### src/rtl/led_blink_pkg.sv
// Shared types and helpers for the multi-channel LED blinker.
package led_blink_pkg;

    // Per-channel operating mode, encoded exactly as the cfg_mode port.
    typedef enum logic [1:0] {
        MODE_OFF     = 2'b00,
        MODE_ON      = 2'b01,
        MODE_BLINK   = 2'b10,
        MODE_ONESHOT = 2'b11
    } mode_e;

    // Width of a counter that must hold 0..(clk_hz/tick_hz)-1 (at least 1 bit).
    function automatic int presc_width(input int clk_hz, input int tick_hz);
        int div_v;
        int w_v;
        div_v = clk_hz / tick_hz;
        w_v   = 1;
        while ((w_v < 31) && ((longint'(1) << w_v) < longint'(div_v))) begin
            w_v = w_v + 1;
        end
        return w_v;
    endfunction

endpackage

### src/rtl/led_blink_channel.sv
// One LED channel: holds mode, period and phase, advances on prescaler ticks.
// A write always wins over a sync realign or a tick arriving in the same cycle.
module led_blink_channel
    import led_blink_pkg::*;
#(
    parameter int PER_W = 16
) (
    input  logic             clk,
    input  logic             rst_n,
    input  logic             i_tick,
    input  logic             i_wr,
    input  mode_e            i_mode,
    input  logic [PER_W-1:0] i_period,
    input  logic             i_sync,
    output logic             o_state,
    output logic             o_done
);

    localparam logic [PER_W-1:0] ONE  = PER_W'(1);
    localparam logic [PER_W-1:0] ZERO = {PER_W{1'b0}};

    mode_e            r_mode;
    logic [PER_W-1:0] r_period;
    logic [PER_W-1:0] r_phase;
    logic             r_state;
    logic             r_done;

    logic [PER_W-1:0] w_period_eff;
    logic             w_last;

    // A zero period behaves as a one-tick period.
    always_comb begin
        w_period_eff = i_period;
        if (i_period == ZERO) begin
            w_period_eff = ONE;
        end else begin
            w_period_eff = i_period;
        end
    end

    // Phase is cleared at period-1, so it never wraps past the period register.
    assign w_last = (r_phase == (r_period - ONE));

    // Mode/phase state machine for this channel.
    always_ff @(posedge clk or negedge rst_n) begin
        if (!rst_n) begin
            r_mode   <= MODE_OFF;
            r_period <= ONE;
            r_phase  <= ZERO;
            r_state  <= 1'b0;
            r_done   <= 1'b0;
        end else if (i_wr) begin
            r_mode   <= i_mode;
            r_period <= w_period_eff;
            r_phase  <= ZERO;
            r_state  <= (i_mode != MODE_OFF);
            r_done   <= 1'b0;
        end else if (i_sync && (r_mode == MODE_BLINK)) begin
            r_phase <= ZERO;
            r_state <= 1'b1;
            r_done  <= 1'b0;
        end else if (i_tick) begin
            r_done <= 1'b0;
            case (r_mode)
                MODE_BLINK: begin
                    if (w_last) begin
                        r_phase <= ZERO;
                        r_state <= ~r_state;
                    end else begin
                        r_phase <= r_phase + ONE;
                    end
                end
                MODE_ONESHOT: begin
                    if (w_last) begin
                        r_phase <= ZERO;
                        r_state <= 1'b0;
                        r_mode  <= MODE_OFF;
                        r_done  <= 1'b1;
                    end else begin
                        r_phase <= r_phase + ONE;
                    end
                end
                default: begin
                    r_phase <= ZERO;
                end
            endcase
        end else begin
            r_done <= 1'b0;
        end
    end

    assign o_state = r_state;
    assign o_done  = r_done;

endmodule

### src/rtl/led_blink_multi.sv
// Multi-channel LED driver: shared prescaler, valid/ready config port,
// channel address decode and per-pin polarity mask.
// Optional build macro LED_BLINK_SYNC_EN adds the sync_strobe input, which
// restarts the prescaler and realigns every BLINK channel to phase 0, led on.
module led_blink_multi
    import led_blink_pkg::*;
#(
    parameter int                CLK_HZ         = 50000000,
    parameter int                TICK_HZ        = 1000,
    parameter int                NUM_CH         = 4,
    parameter int                PER_W          = 16,
    parameter logic [NUM_CH-1:0] LED_ACTIVE_LOW = {NUM_CH{1'b0}}
) (
    input  logic              clk,
    input  logic              rst_n,
    input  logic              cfg_valid,
    output logic              cfg_ready,
    input  logic [3:0]        cfg_ch,
    input  logic [1:0]        cfg_mode,
    input  logic [PER_W-1:0]  cfg_period,
    output logic              cfg_err,
    output logic [NUM_CH-1:0] led,
    output logic [NUM_CH-1:0] done,
    output logic              tick
`ifdef LED_BLINK_SYNC_EN
    ,
    input  logic              sync_strobe
`endif
);

    localparam int            DIV      = CLK_HZ / TICK_HZ;
    localparam int            PW       = presc_width(CLK_HZ, TICK_HZ);
    localparam logic [PW-1:0] DIV_M1   = PW'(DIV - 1);
    localparam logic [4:0]    NUM_CH_W = 5'(NUM_CH);

    if (DIV < 2) begin : g_div_check
        $error("led_blink_multi: CLK_HZ/TICK_HZ must be at least 2");
    end
    if ((NUM_CH < 1) || (NUM_CH > 16)) begin : g_ch_check
        $error("led_blink_multi: NUM_CH must be in 1..16");
    end

    logic [PW-1:0]     r_presc;
    logic              r_ready;
    logic              r_err;

    logic              w_sync;
    logic              w_tick;
    logic              w_accept;
    logic              w_ch_ok;
    mode_e             w_mode;
    logic [NUM_CH-1:0] w_wr;
    logic [NUM_CH-1:0] w_state;
    logic [NUM_CH-1:0] w_done;

`ifdef LED_BLINK_SYNC_EN
    assign w_sync = sync_strobe;
`else
    assign w_sync = 1'b0;
`endif

    // Tick is the decoded terminal count of the prescaler register.
    assign w_tick   = (r_presc == DIV_M1) && !w_sync;
    assign w_accept = cfg_valid && r_ready;
    assign w_ch_ok  = ({1'b0, cfg_ch} < NUM_CH_W);
    assign w_mode   = mode_e'(cfg_mode);

    // Shared prescaler counting 0..DIV-1; a sync strobe restarts it.
    always_ff @(posedge clk or negedge rst_n) begin
        if (!rst_n) begin
            r_presc <= {PW{1'b0}};
        end else if (w_sync || (r_presc == DIV_M1)) begin
            r_presc <= {PW{1'b0}};
        end else begin
            r_presc <= r_presc + PW'(1);
        end
    end

    // Config handshake: ready drops for one cycle after each accept; flag bad channel.
    always_ff @(posedge clk or negedge rst_n) begin
        if (!rst_n) begin
            r_ready <= 1'b0;
            r_err   <= 1'b0;
        end else begin
            r_ready <= !w_accept;
            r_err   <= w_accept && !w_ch_ok;
        end
    end

    for (genvar g = 0; g < NUM_CH; g++) begin : g_ch
        assign w_wr[g] = w_accept && w_ch_ok && (cfg_ch == 4'(g));

        led_blink_channel #(
            .PER_W (PER_W)
        ) u_ch (
            .clk      (clk),
            .rst_n    (rst_n),
            .i_tick   (w_tick),
            .i_wr     (w_wr[g]),
            .i_mode   (w_mode),
            .i_period (cfg_period),
            .i_sync   (w_sync),
            .o_state  (w_state[g]),
            .o_done   (w_done[g])
        );
    end

    assign cfg_ready = r_ready;
    assign cfg_err   = r_err;
    assign tick      = w_tick;
    assign led       = w_state ^ LED_ACTIVE_LOW;
    assign done      = w_done;

endmodule
### config.mk
export PLATFORM = sky130hd
export DESIGN_NAME = led_blink_multi
export DESIGN_NICKNAME = d
export VERILOG_FILES = /design/src/rtl/led_blink_pkg.sv /design/src/rtl/led_blink_channel.sv /design/src/rtl/led_blink_multi.sv
export SDC_FILE = /design/constraint.sdc
export NUM_CORES = 1
export LEC_CHECK = 0
export BUFFER_PORTS_ARGS = -buffer_cell sky130_fd_sc_hd__buf_4
export CAP_MARGIN = 10
export CORE_MARGIN = 3
export CORE_UTILIZATION = 45
export DETAILED_ROUTE_END_ITERATION = 10
export GPL_TIMING_DRIVEN = 1
export PLACE_DENSITY = 0.69
export SETUP_SLACK_MARGIN = 0.15
export SYNTH_ARGS = -nofsm -noshare
export SYNTH_HDL_FRONTEND = slang
export SYNTH_HIERARCHICAL = 1
export SYNTH_SLANG_ARGS = --single-unit
### constraint.sdc
create_clock -name clk -period 3.2 [get_ports clk]
set_input_delay 0.32 -clock clk [delete_from_list [all_inputs] [get_ports clk]]
set_output_delay 0.32 -clock clk [all_outputs]
set_load 0.1 [all_outputs]
==> out/summary.txt <==
Sequential element share of the synthesized area = 0.397
Yosys cell types = 72
Top_reg_cell synth = dfrtp_1
Post-Syn Area = 0.0102 mm²
Crit. End Element = flop
Tot Pwr = 6750 µW
Die Wd = 157 µm
Slowest cell on crit path = or4b_1
Die Ht = 157 µm
TritonCTS buffer count = 17
Clk Tree Root Cell = clkbuf_16
Crit-path cells = inv_1 > ha_1 > or4b_1 > nor4_2 > mux2i_1 > o211ai_1 > nand4_1 > buf_4 > a31oi_1 > o22ai_1
Setup crit start kind = flop
Reg clk slew, reported paths = 0.07 ns
Core Region = 0.0221 mm²
Critical path's top delay family = simple AND/OR/NAND/NOR gates
Average size of a mapped cell = 9.22 µm²
Unrepaired setup endpoints after global routing = false
Initial antenna violation count = 0
YS warnings = 6
Ratio of cells with drive above 1 in the final layout = 0.180
Slew Viols, Final = 0
Worst setup path start = g_ch[1].u_ch/r_period[1]
Area Overhead vs Synth = 12.8%
Clock sinks = 162
Fillers = 1942
DR vias = 8620
Final HPWL DP = 17.3 mm
Multi-input logic area = 0.00583 mm²
Standard-cell row count = 54
Setup TNS = 0 ns
Clk_skew = 0.0114 ns
Initial Utilization = 0.463
Synth Instances = 1109
Hold Path Class = in2reg
Register area = 0.00406 mm²
Leakage = 0.00447 µW
All-Layer GR Usage = 0.204
Most area-consuming cells after synthesis = dfrtp_1 (39%), mux2_2 (5.7%), nand2_1 (4.8%)
Critical path class = reg2reg
Worst-margin pin slew = 0.732 ns
Ys async rst share = 1.00
Antenna diode count = 0
Fin crit period = 2.90 ns
PortBufs = 35
CTS tree = yes
Max_cap viols = 0
Largest net degree at the start of global routing = 60
Finished Layout Cells = 1436
Final setup fails = 0
Required @ worst endpoint = 3.50 ns
DRT iter0 DRCs = 637
Final hold vios = 0
Drt pass-1 iters = 5
Post-synth EDFFs = 0
Worst-path maximum fanout = 12
CP bufs+invs = 2
Reg2reg start = g_ch[1].u_ch/r_period[1]
Global route overflow = 0
GPL Wtd Cong = 0.843
Status = complete, no violations
First-pass GRT wire length = 41.3 mm
Dpl cells = 1402
#FFs+latches synth = 162
Synth top area share = 0.387
Max_slew headroom = 0.510
H-tree Lvls = 4
Power per cell area = 586 mW/mm²
Hold path start = cfg_valid
Antenna viol nets, final = 0
Max incr delay on CP = 0.61 ns
Maximum vdd drop = 0.000274 V
# DRC = 0
Routed vias/inst = 6.00
Critical Path AT = 3.20 ns
Io pins = 36
Clk_lat worst skew = 0.42 ns
Die area = 0.0246 mm²
Final nets = 1178
Final wirelength = 24.9 mm
CTS max path bufs = 2
Wirelength per Cell = 17.3 µm
Vias in the first global route = 8064
Synth area leader = dfrtp_1
FMAX = 345 MHz
Period utilization = 0.906
-- cell usage in the layout, fill, tap and decap left out, drive strengths merged, types with 5 or more instances in the layout --
master	Yosys	layout
a211oi	7	7
inv	39	41
nor2	83	83
nor3	42	42
nand4	35	35
clkbuf	27	19
a31oi	13	13
mux2i	6	6
ha	9	9
xnor2	56	56
and4	5	5
o211ai	18	18
o311ai	27	27
o2111ai	13	13
o21ai	58	58
nand3	52	52
a21oi	13	13
and2	11	11
or2	8	8
nor4b	6	6
nand2	131	131
xor2	40	40
or4	20	20
a41oi	5	5
nand2b	19	19
mux2	52	52
dfrtp	158	158
buf	24	63
o31a	6	6
o31ai	6	6
and3	11	11
nand3b	6	6
nand4b	10	10
nor2b	6	6
nor4	37	37
-- cell families after synthesis --
| group | Yosys count | share of synthesized area |
|---|---|---|
| other cells | 1 | 0.000367 |
| fa+ha+maj | 9 | 0.0110 |
| flops | 162 | 0.397 |
| compound gates | 193 | 0.138 |
| buf+inv | 90 | 0.0414 |
| simple gates | 500 | 0.267 |
| xor+xnor | 96 | 0.0822 |
| mux | 58 | 0.0632 |
-- layer usage --
layer,share of wire,track usage,vias up
li1,-,-,4152
met1,0.47,0.283,4255
met2,0.48,0.335,187
met3,0.036,0.0321,26
met4,0.013,0.0504,0
met5,0,0,-
-- timing repair --
item                       4_1_cts  5_1_grt
hold endpoints to repair        32        0
resized for setup                0        8
hold buffers                     1        0
buffers inserted                 0        2
setup endpoints to repair        0       28
-- synth_stat cells (all sizes together) (18+ instances only) --
cell type,count
nor4,37
buf,24
xor2,40
inv,39
nand2b,19
nand3,52
o311ai,27
o211ai,18
nand2,131
or4,20
mux2,52
nor2,83
nand4,35
xnor2,56
o21ai,58
clkbuf,27
dfrtp,158
nor3,42
-- worst register-to-register path: stages (launching register included) --
cell,delay [ns]
dfrtp_1,0.41
inv_1,0.08
ha_1,0.24
or4b_1,0.61
nor4_2,0.29
mux2i_1,0.11
o211ai_1,0.28
nand4_1,0.24
buf_4,0.25
a31oi_1,0.18
o22ai_1,0.10
-- where the power goes --
part           switching [µW]  internal (µW)
sequential                408           2330
clock                     868           1350
combinational            1030            762
-- metrics by stage --
step / setup WS [ns] / hold slack (ns) / util / instance area (µm²)
4_1_cts: 0.160 / 0.0812 / 0.518 / 11500
5_1_grt: 0.144 / 0.0949 / 0.522 / 11500
3_3_place_gp: 0.327 / 0.244 / 0.489 / 10800
2_1_floorplan: 0.395 / 0.0244 / - / 10200
6_report: 0.300 / 0.0953 / 0.522 / 11500
3_5_place_dp: 0.246 / 0.240 / 0.489 / 10800
-- flip-flops by register name, indices dropped and copies added, names as in the netlist --
register	count
g_ch.u_ch/r_phase	64
cfg_err	1
g_ch.u_ch/r_mode	8
g_ch.u_ch/o_state	4
cfg_ready	1
g_ch.u_ch/r_period	64
r_presc	16
g_ch.u_ch/o_done	4
-- final cells by class --
class | instances | area share
Clock buffer | 19 | 0.0393
Sequential cell | 162 | 0.352
Tap cell | 280 | 0.0304
Multi-Input combinational cell | 860 | 0.506
Clock inverter | 12 | 0.0155
Inverter | 39 | 0.0127
Timing Repair Buffer | 64 | 0.0444
-- worst paths after layout --
path	to	slack, ns	cells after the start
max	g_ch[1].u_ch/r_phase[14]	0.30	10
min	cfg_ready	0.1	2
max reg2reg	g_ch[1].u_ch/r_phase[14]	0.30	10
min reg2reg	cfg_ready	0.48	1
max in group asynchronous	g_ch[1].u_ch/r_period[0]	2.03	3
min in group asynchronous	g_ch[2].u_ch/r_mode[1]	0.35	2
Note: power is estimated with default switching activity, not from simulation.
